===== src/rtl/fifo_sequencer.sv =====
// fifo_sequencer: control FSM for the 31-symbol received-word FIFO of the RS decoder.
// The FSM loads a codeword, holds it while the decode stages run, then shifts it out
// symbol-aligned with the error-evaluation stream.
// Optional feature: define FIFO_SEQ_TIMEOUT_EN to abort a WAIT that lasts TIMEOUT cycles.
`timescale 1ns/1ps
module fifo_sequencer #(
  parameter int N_SYM   = 31,
  parameter int CNT_W   = 5
`ifdef FIFO_SEQ_TIMEOUT_EN
  ,
  parameter int TIMEOUT = 255
`endif
) (
  input  logic             clock,
  input  logic             reset,
  input  logic             in_valid,
  input  logic             in_sof,
  input  logic             out_start,
  output logic             shift_fifo,
  output logic             hold_fifo,
  output logic             en_infifo,
  output logic             en_outfifo,
  output logic             busy,
  output logic [CNT_W-1:0] sym_index,
  output logic             load_done,
  output logic             unload_done,
  output logic             err_sof,
  output logic             timeout
);

  typedef enum logic [1:0] {S_IDLE, S_LOAD, S_WAIT, S_UNLOAD} state_t;

  localparam logic [CNT_W-1:0] LAST_SYM = CNT_W'(N_SYM - 1);

  state_t           r_state;
  state_t           w_state_nxt;
  logic [CNT_W-1:0] r_cnt;
  logic [CNT_W-1:0] w_cnt_nxt;
  logic             r_load_done, w_load_done_nxt;
  logic             r_unload_done, w_unload_done_nxt;
  logic             r_err_sof, w_err_sof_nxt;
  logic             w_shift;
  logic             w_en_in;
  logic             w_en_out;

`ifdef FIFO_SEQ_TIMEOUT_EN
  logic [7:0] r_wait_cnt, w_wait_cnt_nxt;
  logic       r_timeout, w_timeout_nxt;
`endif

  // State, symbol counter and event-pulse registers.
  always_ff @(posedge clock or negedge reset) begin
    if (!reset) begin
      r_state       <= S_IDLE;
      r_cnt         <= '0;
      r_load_done   <= 1'b0;
      r_unload_done <= 1'b0;
      r_err_sof     <= 1'b0;
    end else begin
      // NOTE: non-blocking assignments so every register samples pre-edge values.
      r_state       <= w_state_nxt;
      r_cnt         <= w_cnt_nxt;
      r_load_done   <= w_load_done_nxt;
      r_unload_done <= w_unload_done_nxt;
      r_err_sof     <= w_err_sof_nxt;
    end
  end

`ifdef FIFO_SEQ_TIMEOUT_EN
  // WAIT-duration counter and abort pulse.
  always_ff @(posedge clock or negedge reset) begin
    if (!reset) begin
      r_wait_cnt <= '0;
      r_timeout  <= 1'b0;
    end else begin
      r_wait_cnt <= w_wait_cnt_nxt;
      r_timeout  <= w_timeout_nxt;
    end
  end
`endif

  // Next-state decode plus zero-latency FIFO controls from state and inputs.
  always_comb begin
    // NOTE: every output gets a default first so no path can infer a latch.
    w_state_nxt       = r_state;
    w_cnt_nxt         = r_cnt;
    w_load_done_nxt   = 1'b0;
    w_unload_done_nxt = 1'b0;
    w_err_sof_nxt     = 1'b0;
    w_shift           = 1'b0;
    w_en_in           = 1'b0;
    w_en_out          = 1'b0;
`ifdef FIFO_SEQ_TIMEOUT_EN
    w_wait_cnt_nxt    = r_wait_cnt;
    w_timeout_nxt     = 1'b0;
`endif
    case (r_state)
      S_IDLE: begin
        // Reset is folded in so a sof present during reset never drives a shift.
        if (reset && in_valid && in_sof) begin
          w_shift     = 1'b1;
          w_en_in     = 1'b1;
          w_state_nxt = S_LOAD;
          w_cnt_nxt   = CNT_W'(1);
        end
      end
      S_LOAD: begin
        if (in_valid) begin
          w_shift = 1'b1;
          w_en_in = 1'b1;
          if (in_sof && (r_cnt != '0)) begin
            // Restart: this symbol becomes symbol 0; stale ones shift out later.
            w_err_sof_nxt = 1'b1;
            w_cnt_nxt     = CNT_W'(1);
          end else if (r_cnt == LAST_SYM) begin
            w_state_nxt     = S_WAIT;
            w_cnt_nxt       = '0;
            w_load_done_nxt = 1'b1;
`ifdef FIFO_SEQ_TIMEOUT_EN
            w_wait_cnt_nxt  = '0;
`endif
          end else begin
            w_cnt_nxt = r_cnt + CNT_W'(1);
          end
        end
      end
      S_WAIT: begin
        if (out_start) begin
          w_state_nxt = S_UNLOAD;
          w_cnt_nxt   = '0;
        end
`ifdef FIFO_SEQ_TIMEOUT_EN
        else if (r_wait_cnt == 8'(TIMEOUT - 1)) begin
          w_state_nxt   = S_IDLE;
          w_timeout_nxt = 1'b1;
        end else begin
          w_wait_cnt_nxt = r_wait_cnt + 8'd1;
        end
`endif
      end
      S_UNLOAD: begin
        // Zero-fill input while the stored word drains through the output register.
        w_shift  = 1'b1;
        w_en_out = 1'b1;
        if (r_cnt == LAST_SYM) begin
          w_state_nxt       = S_IDLE;
          w_cnt_nxt         = '0;
          w_unload_done_nxt = 1'b1;
        end else begin
          w_cnt_nxt = r_cnt + CNT_W'(1);
        end
      end
      default: begin
        w_state_nxt = S_IDLE;
        w_cnt_nxt   = '0;
      end
    endcase
  end

  assign shift_fifo  = w_shift;
  assign hold_fifo   = ~w_shift;
  assign en_infifo   = w_en_in;
  assign en_outfifo  = w_en_out;
  assign busy        = (r_state != S_IDLE);
  assign sym_index   = ((r_state == S_LOAD) || (r_state == S_UNLOAD)) ? r_cnt : '0;
  assign load_done   = r_load_done;
  assign unload_done = r_unload_done;
  assign err_sof     = r_err_sof;
`ifdef FIFO_SEQ_TIMEOUT_EN
  assign timeout     = r_timeout;
`else
  assign timeout     = 1'b0;
`endif

endmodule


===== config.mk =====
export PLATFORM = sky130hd
export DESIGN_NAME = fifo_sequencer
export DESIGN_NICKNAME = d
export VERILOG_FILES = /design/src/rtl/fifo_sequencer.sv
export SDC_FILE = /design/constraint.sdc
export NUM_CORES = 1
export LEC_CHECK = 0
export BUFFER_PORTS_ARGS = -buffer_cell sky130_fd_sc_hd__buf_2
export CAP_MARGIN = 20
export CORE_MARGIN = 2
export CORE_UTILIZATION = 49
export DETAILED_ROUTE_END_ITERATION = 7
export PLACE_DENSITY = 0.82
export RECOVER_POWER = 25
export SYNTH_ARGS = -nofsm -noshare
export SYNTH_HDL_FRONTEND = slang
export SYNTH_SLANG_ARGS = --single-unit

===== constraint.sdc =====
create_clock -name clock -period 4.1 [get_ports clock]
set_input_delay 0.41 -clock clock [delete_from_list [all_inputs] [get_ports clock]]
set_output_delay 0.41 -clock clock [all_outputs]
set_load 0.01 [all_outputs]

[Word-level counts from Yosys, hierarchy flattened]
Cells that the tools add are included.
Cells by class
  add/subtract/negate cells: 1
  equality and inequality tests: 10
  mux-type cells: 27
  bitwise operators: 1
  reduce and logical (&&, ||, !) cells: 9
Operators with widths (number)
  5-bit 2-to-1 mux: 6
  5-bit case mux with 4 select lines: 1
  2-bit 2-to-1 mux: 6
  2-bit != test (second input constant): 6
  1-bit 2-to-1 mux: 11
  2-bit case mux with 4 select lines: 1
  6-bit AND reduction: 1
  5-bit by 1-bit adder with 5-bit output (second input constant): 1
  5-bit equality test (second input constant): 1
  5-bit nonzero test: 1
  2-bit equality test (second input constant): 2
  1-bit logical AND: 3
  1-bit case mux with 3 select lines: 1
  3-bit AND reduction: 1
  2-bit by 1-bit equality test with 1-bit output (second input constant): 1
  2-bit logical NOT: 1
  1-bit case mux with 2 select lines: 1
  2-bit nonzero test: 1
  1-bit logical OR: 1
  1-bit NOT: 1
Word-level totals
  flip-flop bits (word level): 10
  output and inout port bits: 14
  word-level logic and storage cells: 53

[Longest topological paths before layout]
Gate-level depths: netlist of the first run.
  depth after elaboration: 5
  depth in mapped cells: 6
  mapped depth without buffers: 6

[Worst setup path before layout of the first run]
No wires, ideal clock.
  path kind: register -> register
  start: register r_cnt[0]
  end: register r_state[1]
  library setup time: 0.125 ns
  arrival time: 1.912 ns
  required time: 3.975 ns
  slack: 2.064 ns
  stages on the path, launching flop included: 7
  period minus slack after synthesis: 2.036 ns
  cell sequence: dfrtp_1 -> inv_1 -> ha_1 -> or4b_4 -> and3_2 -> nor3_4 -> mux2_2
Between the ends
  longest elaborated chain between the ends: 4
  elaborated cells between the ends (all ways): 7
  those cells by class: eq/ne (4); reduce/logical (3)
Ends and longest elaborated chain
  start, declared: RTL line 37  | logic [CNT_W-1:0] r_cnt;
  start signal, assigned: RTL line 62  | r_cnt <= w_cnt_nxt;
  5-bit nonzero test: RTL line 111  | if (in_sof && (r_cnt != '0)) begin
  1-bit logical AND: RTL line 111
  2-bit != test (no line)
  6-bit AND reduction (no line) (*)
  end signal, assigned: RTL line 61  | r_state <= w_state_nxt;
  end, declared: RTL line 35  | state_t r_state;
Every way passes the cells marked *; elsewhere a longest branch is shown, timed or not.
A chain may end at the register's enable or synchronous reset.

[Worst setup path in the final report of the first run]
  start: register r_state[0]
  end: output hold_fifo
Between the ends
  longest elaborated chain between the ends: 3
  elaborated cells between the ends (all ways): 5
  those cells by class: eq/ne (2); mux (1); bitwise (1); reduce/logical (1)
Ends and longest elaborated chain
  2-bit equality test, or another cell as far along: RTL line 97  | case (r_state)
  1-bit case mux with 3 select lines (*): RTL line 97
  1-bit NOT (*): RTL line 161  | assign hold_fifo = ~w_shift;
  end, declared: RTL line 20  | output logic hold_fifo,
Marked as above.

==> out/results.tsv, run 1 <==
stage	metric	value	unit
routing	drtAntennaViolNets	0	
logic_synthesis	synth_nets	90	
critical_path	r2r_cells	6	
logic_synthesis	syn_area	729	sq um
sta	finClkSkew	0.00568	ns
critical_path	crit_path_end_kind	output pin	
logic_synthesis	synthCells	76	
critical_path	cp.arrival	1.93	ns
sta	finalMaxSlewViolations	0	
final_layout	design_area	861	sq um
logic_synthesis	yosysSeqAreaShare	34.3	%
die	initial_utilization	54.0	%
final_layout	n_fill_cell	109	
final_layout	syn_to_final_growth	18.0	%
global_route	grt_overflow	0	
cts	clk_latency	0.27	ns
critical_path	required	3.69	ns
place	numPortBuffers	17	
routing	vias_per_cell	5.59	
cts	cts_inserted_buffers	3	
place	dp_hpwl	1.16	mm
die	dieArea	0.00181	sq mm
critical_path	worstSetupPathType	flip-flop to output pin	
logic_synthesis	synth.distinct_cells	34	
logic_synthesis	synth_area_per_cell	9.60	sq um
pwr	p_int	325	uW
sta	relSlewSlack	57.3	%
cts	h-tree-depth	1	
critical_path	crit_fanout	8	
cts	clkTransAtPathRegs	0.08	ns
global_route	grt_pass1_vias	581	
routing	drc_errors	0	
global_route	grt_util_met2	32.9	%
final_layout	drive_above_1_share	29.2	%
sta	fmax	0.427	GHz
sta	finalHoldViolCount	0	
final_layout	final_util	63.8	%
pwr	swShare	45.9	%
sta	rsz0062_at_grt	no	
sta	tns	0	ns
cts	postCtsSetupRepairBufs	0	
status	status	complete, no violations	
pwr	p_per_area	698	mW/mm^2
pwr	p_seq_share	25.1	%
logic_synthesis	synthFlopType	dfrtp_1	
die	coreArea	0.00135	sq mm
global_route	busiest_layer	met2	
place	post_dp_cell_area	826	sq um
sta	worst_pin_slew	0.640	ns
sta	fin_ws	1.76	ns
global_route	grt_max_degree	13	
cts	cts.sinks	10	
final_layout	final_nets	111	
min_path	hold_path_class	primary input to asynchronous set/reset pin	
final_layout	stdcell_count	111	
cts	cts_tree	yes	
routing	finalWirelength	1.49	mm
pwr	power_switching	275	uW
cts	cts-root-buf	clkbuf_4	
logic_synthesis	ys_async_sr_fraction	100	%
pwr	power_frac_clock	15.3	%
sta	final.min_clock_period	2.34	ns
logic_synthesis	synth_seq_cells	10	
sta	setup_viol	0	
cts	cts_hold_buf	0	
routing	vias	620	
pwr	leakagePower	0.000439	uW
cts	clock_path_buffers	2	
routing	wl_per_cell	13.4	um
logic_synthesis	synth_edf_count	0	
place	post-place-ws	1.95	ns
die	io-pin-count	19	
routing	first_pass_iters	4	
die	chipHeight	42.6	um
pwr	pwr-share-comb	59.6	%
final_layout	diodes	0	
critical_path	cp-start-kind	flip-flop	
die	die_width	42.6	um
routing	drt_first_iter_violations	23	
sta	min_period_over_period	57.1	%
flow_run	drv_cap	0	
place	routabilityCongestion	0.815	
logic_synthesis	yosysWarnings	0	
global_route	grt_util_met1	24.5	%
global_route	grtUsageMet3	2.59	%
global_route	grt_usage	19.1	%
global_route	antenna_found_initial	0	
global_route	grt_pass1_wl	2.62	mm
place	placed_cells	107	
pwr	max-vdd-ir-drop	0.000454	V
die	rows	13	
cts	ctsResizeCount	0	
-- final cells by class --
class | instances | area, sq um | area share [%]
multi-input combinational | 56 | 438 | 50.9
timing repair buffer | 17 | 83.8 | 9.74
sequential | 10 | 250 | 29.1
tap | 15 | 18.8 | 2.18
clock buffer | 4 | 36.3 | 4.22
inverter | 9 | 33.8 | 3.92
-- registers in the layout, indices dropped and copies added, names as in the netlist --
name         count
r_cnt            5
r_state          2
err_sof          1
load_done        1
unload_done      1
-- metrics by stage --
| step | hold slack [ns] | total power [uW] |
|---|---|---|
| 3_5_place_dp | 0.298 | 510 |
| 5_1_grt | 0.196 | 655 |
| 4_1_cts | 0.00680 | 604 |
| 6_report | 0.126 | 601 |
| 3_3_place_gp | 0.291 | 499 |
| 2_1_floorplan | 0.114 | 416 |
-- layer usage --
layer,up-vias,part of all wire (%)
met1,283,43
met5,-,0
met2,23,51
met3,5,4.8
met4,0,1.5
li1,309,-
-- synth_stat cells, types with 2 or more instances --
master,n,share of area [%]
a21oi_1,2,1.4
a22oi_1,2,2.1
and2_1,3,2.6
dfrtp_1,10,34
ha_1,9,15
inv_1,9,4.6
nand2_1,4,2.1
nand3_1,2,1.4
nor2_1,10,5.1
-- cell families after synthesis --
kind of cell	after synthesis	share of synthesized area, %
adder cells (fa/ha/maj)	9	15.4
AND/OR/NAND/NOR	29	23.5
flip-flops	10	34.3
AO/OA/AOI/OAI	15	17.7
buffers and inverters	10	5.66
other	1	0.514
multiplexers	2	2.92
-- worst max-delay path, stage by stage (launching register included) --
cell and delay [ns]:
dfrtp_1 0.45, inv_1 0.24, ha_1 0.27, a31oi_1 0.09, nor2_1 0.14, nor2_1 0.07
or2_2 0.27, buf_2 0.14
-- power groups by stage --
stage,Clock (uW),Sequential [uW],Combinational [uW]
3_3_place_gp,0,150,349
6_report,92.1,151,358
3_5_place_dp,0,151,359
4_1_cts,93.1,149,362
2_1_floorplan,0,145,271
5_1_grt,97.7,154,404
-- path summary, 6_finish.rpt --
kind / startpoint / end / slack [ns]
min in group clock: in_valid / err_sof / 0.38
max in group asynchronous: reset / r_cnt[1] / 3.56
setup / recovery: r_state[0] / hold_fifo / 1.76
setup reg to reg: r_cnt[0] / r_state[1] / 1.96
hold reg to reg: r_cnt[4] / r_cnt[4] / 0.60
hold / removal: reset / load_done / 0.13
-- layout by cell type (no fill, tap or decap), drive strengths merged, types with 4 or more instances in the layout --
cell	Yosys	routed
ha	9	9
nor2	10	10
inv	9	9
buf	1	16
dfrtp	10	10
nand2	4	4
and2	4	4
clkbuf	0	5
Power figures use the tool's default switching activity.
==> run 2, diff against run 1 <==
clock period = 2.4 ns   (was 4.1 ns; I/O delays follow)
==> run 2 against run 1 <==
- final cell count up 1.8%
- routed wire length rose by 7.9%
- worst setup slack got worse by 1.5 ns
- die area unchanged
- register-to-register slack worse by 1.7 ns
- first-iteration DRC count grew 30%
- global-route usage is 0.11 points higher
- core utilization grew 1.3 points
- design area increased by 2.0%
- flip-flop and latch count unchanged
- total power is 73% higher
- critical path type is now flip-flop to flip-flop
- critical endpoint is now r_state[1]
- highest routed layer unchanged
==> out/results.tsv, run 2 (synthesis gave the netlist of run 1 again) <==
stage	metric	value	unit	change
status	status	complete, no violations		unchanged
final_layout	final_common_cell	buf_2		unchanged
global_route	grt_pass1_wl	2.63	mm	was 2.62 mm
pwr	power_frac_clock	15.2	%	was 15.3%
sta	fin_ws	0.235	ns	was 1.76 ns
pwr	leakagePower	0.000448	uW	was 0.000439 uW
final_layout	final-seq-area	250	sq um	unchanged
cts	clkTransAtPathRegs	0.08	ns	about the same
final_layout	drive_above_1_share	29.6	%	was 29.2%
cts	ctsResizeCount	0		unchanged
cts	cts_inserted_buffers	3		unchanged
sta	rsz0062_at_grt	no		unchanged
pwr	power_switching	477	uW	was 275 uW
final_layout	syn_to_final_growth	20.4	%	was 18.0%
pwr	max-vdd-ir-drop	0.000601	V	was 0.000454 V
sta	tns	0	ns	unchanged
cts	cts_tree	yes		unchanged
routing	vias	645		was 620
final_layout	final_nets	113		was 111
critical_path	cp-start-kind	flip-flop		unchanged
routing	first_pass_iters	4		unchanged
routing	vias_per_cell	5.71		was 5.59
sta	finalHoldViolCount	0		unchanged
die	rows	13		unchanged
pwr	p_seq_share	24.8	%	was 25.1%
flow_run	drv_cap	0		unchanged
routing	drt_first_iter_violations	30		was 23
sta	setup_viol	0		unchanged
die	initial_utilization	54.0	%	unchanged
sta	final.min_clock_period	2.16	ns	
pwr	p_int	559	uW	was 325 uW
final_layout	n_fill_cell	114		was 109
die	dieArea	0.00181	sq mm	unchanged
global_route	grt_max_degree	12		was 13
place	numPortBuffers	17		unchanged
pwr	pwr-share-comb	60.0	%	was 59.6%
critical_path	cp.arrival	2.33	ns	was 1.93 ns
routing	wl_per_cell	14.2	um	was 13.4 um
cts	cts.sinks	10		unchanged
global_route	grt_pass1_vias	602		was 581
final_layout	reg_top3	r_cnt: 5 flops, r_state: 2 flops		unchanged
critical_path	crit_path_end_kind	flip-flop		was output pin
die	chipHeight	42.6	um	unchanged
place	dp_hpwl	1.27	mm	was 1.16 mm
critical_path	crit_fanout	5		was 8
cts	clock_path_buffers	2		unchanged
place	post_dp_cell_area	833	sq um	was 826 sq um
final_layout	design_area	878	sq um	was 861 sq um
routing	drc_errors	0		unchanged
cts	clk_latency	0.27	ns	about the same
sta	min_period_over_period	90.2	%	
place	routabilityCongestion	0.804		was 0.815
sta	worst_pin_slew	0.534	ns	was 0.640 ns
pwr	p_per_area	1180	mW/mm^2	was 698 mW/mm^2
cts	cts_hold_buf	1		was 0
cts	postCtsSetupRepairBufs	0		unchanged
place	post-place-ws	0.238	ns	was 1.95 ns
final_layout	diodes	0		unchanged
die	io-pin-count	19		unchanged
final_layout	multiInputGateArea	438	sq um	unchanged
min_path	hold_path_class	primary input to flip-flop		was primary input to asynchronous set/reset pin
routing	drtAntennaViolNets	0		unchanged
die	die_width	42.6	um	unchanged
critical_path	worstSetupPathType	flip-flop to flip-flop		was flip-flop to output pin
die	coreArea	0.00135	sq mm	unchanged
sta	finalMaxSlewViolations	0		unchanged
final_layout	layout_common_cells	buf_2, nor2_1, dfrtp_1		unchanged
global_route	grt_usage	19.2	%	was 19.1%
critical_path	required	2.56	ns	was 3.69 ns
routing	finalWirelength	1.61	mm	was 1.49 mm
cts	cts-root-buf	clkbuf_4		unchanged
cts	h-tree-depth	1		unchanged
global_route	antenna_found_initial	0		unchanged
pwr	swShare	46.0	%	was 45.9%
final_layout	top_register	r_cnt		unchanged
sta	finClkSkew	0.00921	ns	was 0.00568 ns
final_layout	largest_reg_flops	5		unchanged
global_route	grt_overflow	0		unchanged
sta	fmax	0.462	GHz	
sta	relSlewSlack	64.4	%	was 57.3%
sta	hold_slack	0.226	ns	was 0.126 ns
pwr	power.total	1040	uW	was 601 uW
## run 2: final timing paths
check,slack [ns],end,depth (start not counted),startpoint
min in group asynchronous,0.47,err_sof,3,reset
min,0.23,err_sof,2,in_valid
max in group asynchronous,1.77,r_cnt[3],3,reset
max,0.24,r_state[1],6,r_cnt[0]
max reg2reg,0.24,r_state[1],6,r_cnt[0]
min reg2reg,0.60,r_cnt[4],1,r_cnt[4]
## run 2: final cells by class
type                            instances  share of cell area, %
Multi-Input combinational cell         56                   49.9
Sequential cell                        10                   28.5
Timing Repair Buffer                   19                   11.5
Clock buffer                            4                   4.13
Inverter                                9                   3.85
Tap cell                               15                   2.14
## run 2: metal layers
layer	GRT usage (%)	wire length [um]	up-vias	share of wire (%)
met5	0	0	-	0
met4	4.38	27	0	1.7
met3	5.60	85	5	5.3
met2	32.3	785	20	49
met1	24.0	711	311	44
li1	-	-	309	-
## run 2: through the flow
stage          instances  utilization (%)
4_1_cts              113             65.2
3_3_place_gp         108             61.7
6_report             113             65.1
2_1_floorplan         76                -
3_5_place_dp         108             61.7
5_1_grt              113             65.1
## run 2: power by group through the flow
stage / combinational (uW) / sequential (uW) / clock, uW
after floorplan: 463 / 247 / 0
after global placement: 598 / 258 / 0
after detailed placement: 617 / 259 / 0
after CTS: 623 / 256 / 158
after global routing: 687 / 261 / 168
final: 622 / 257 / 157
## run 2: worst max-delay path, stage by stage, from the launching register on
cell	delay (ns)
dfrtp_1	0.41
inv_1	0.15
ha_1	0.16
or4b_4	0.49
and3_2	0.27
nor3_4	0.22
mux2_2	0.35
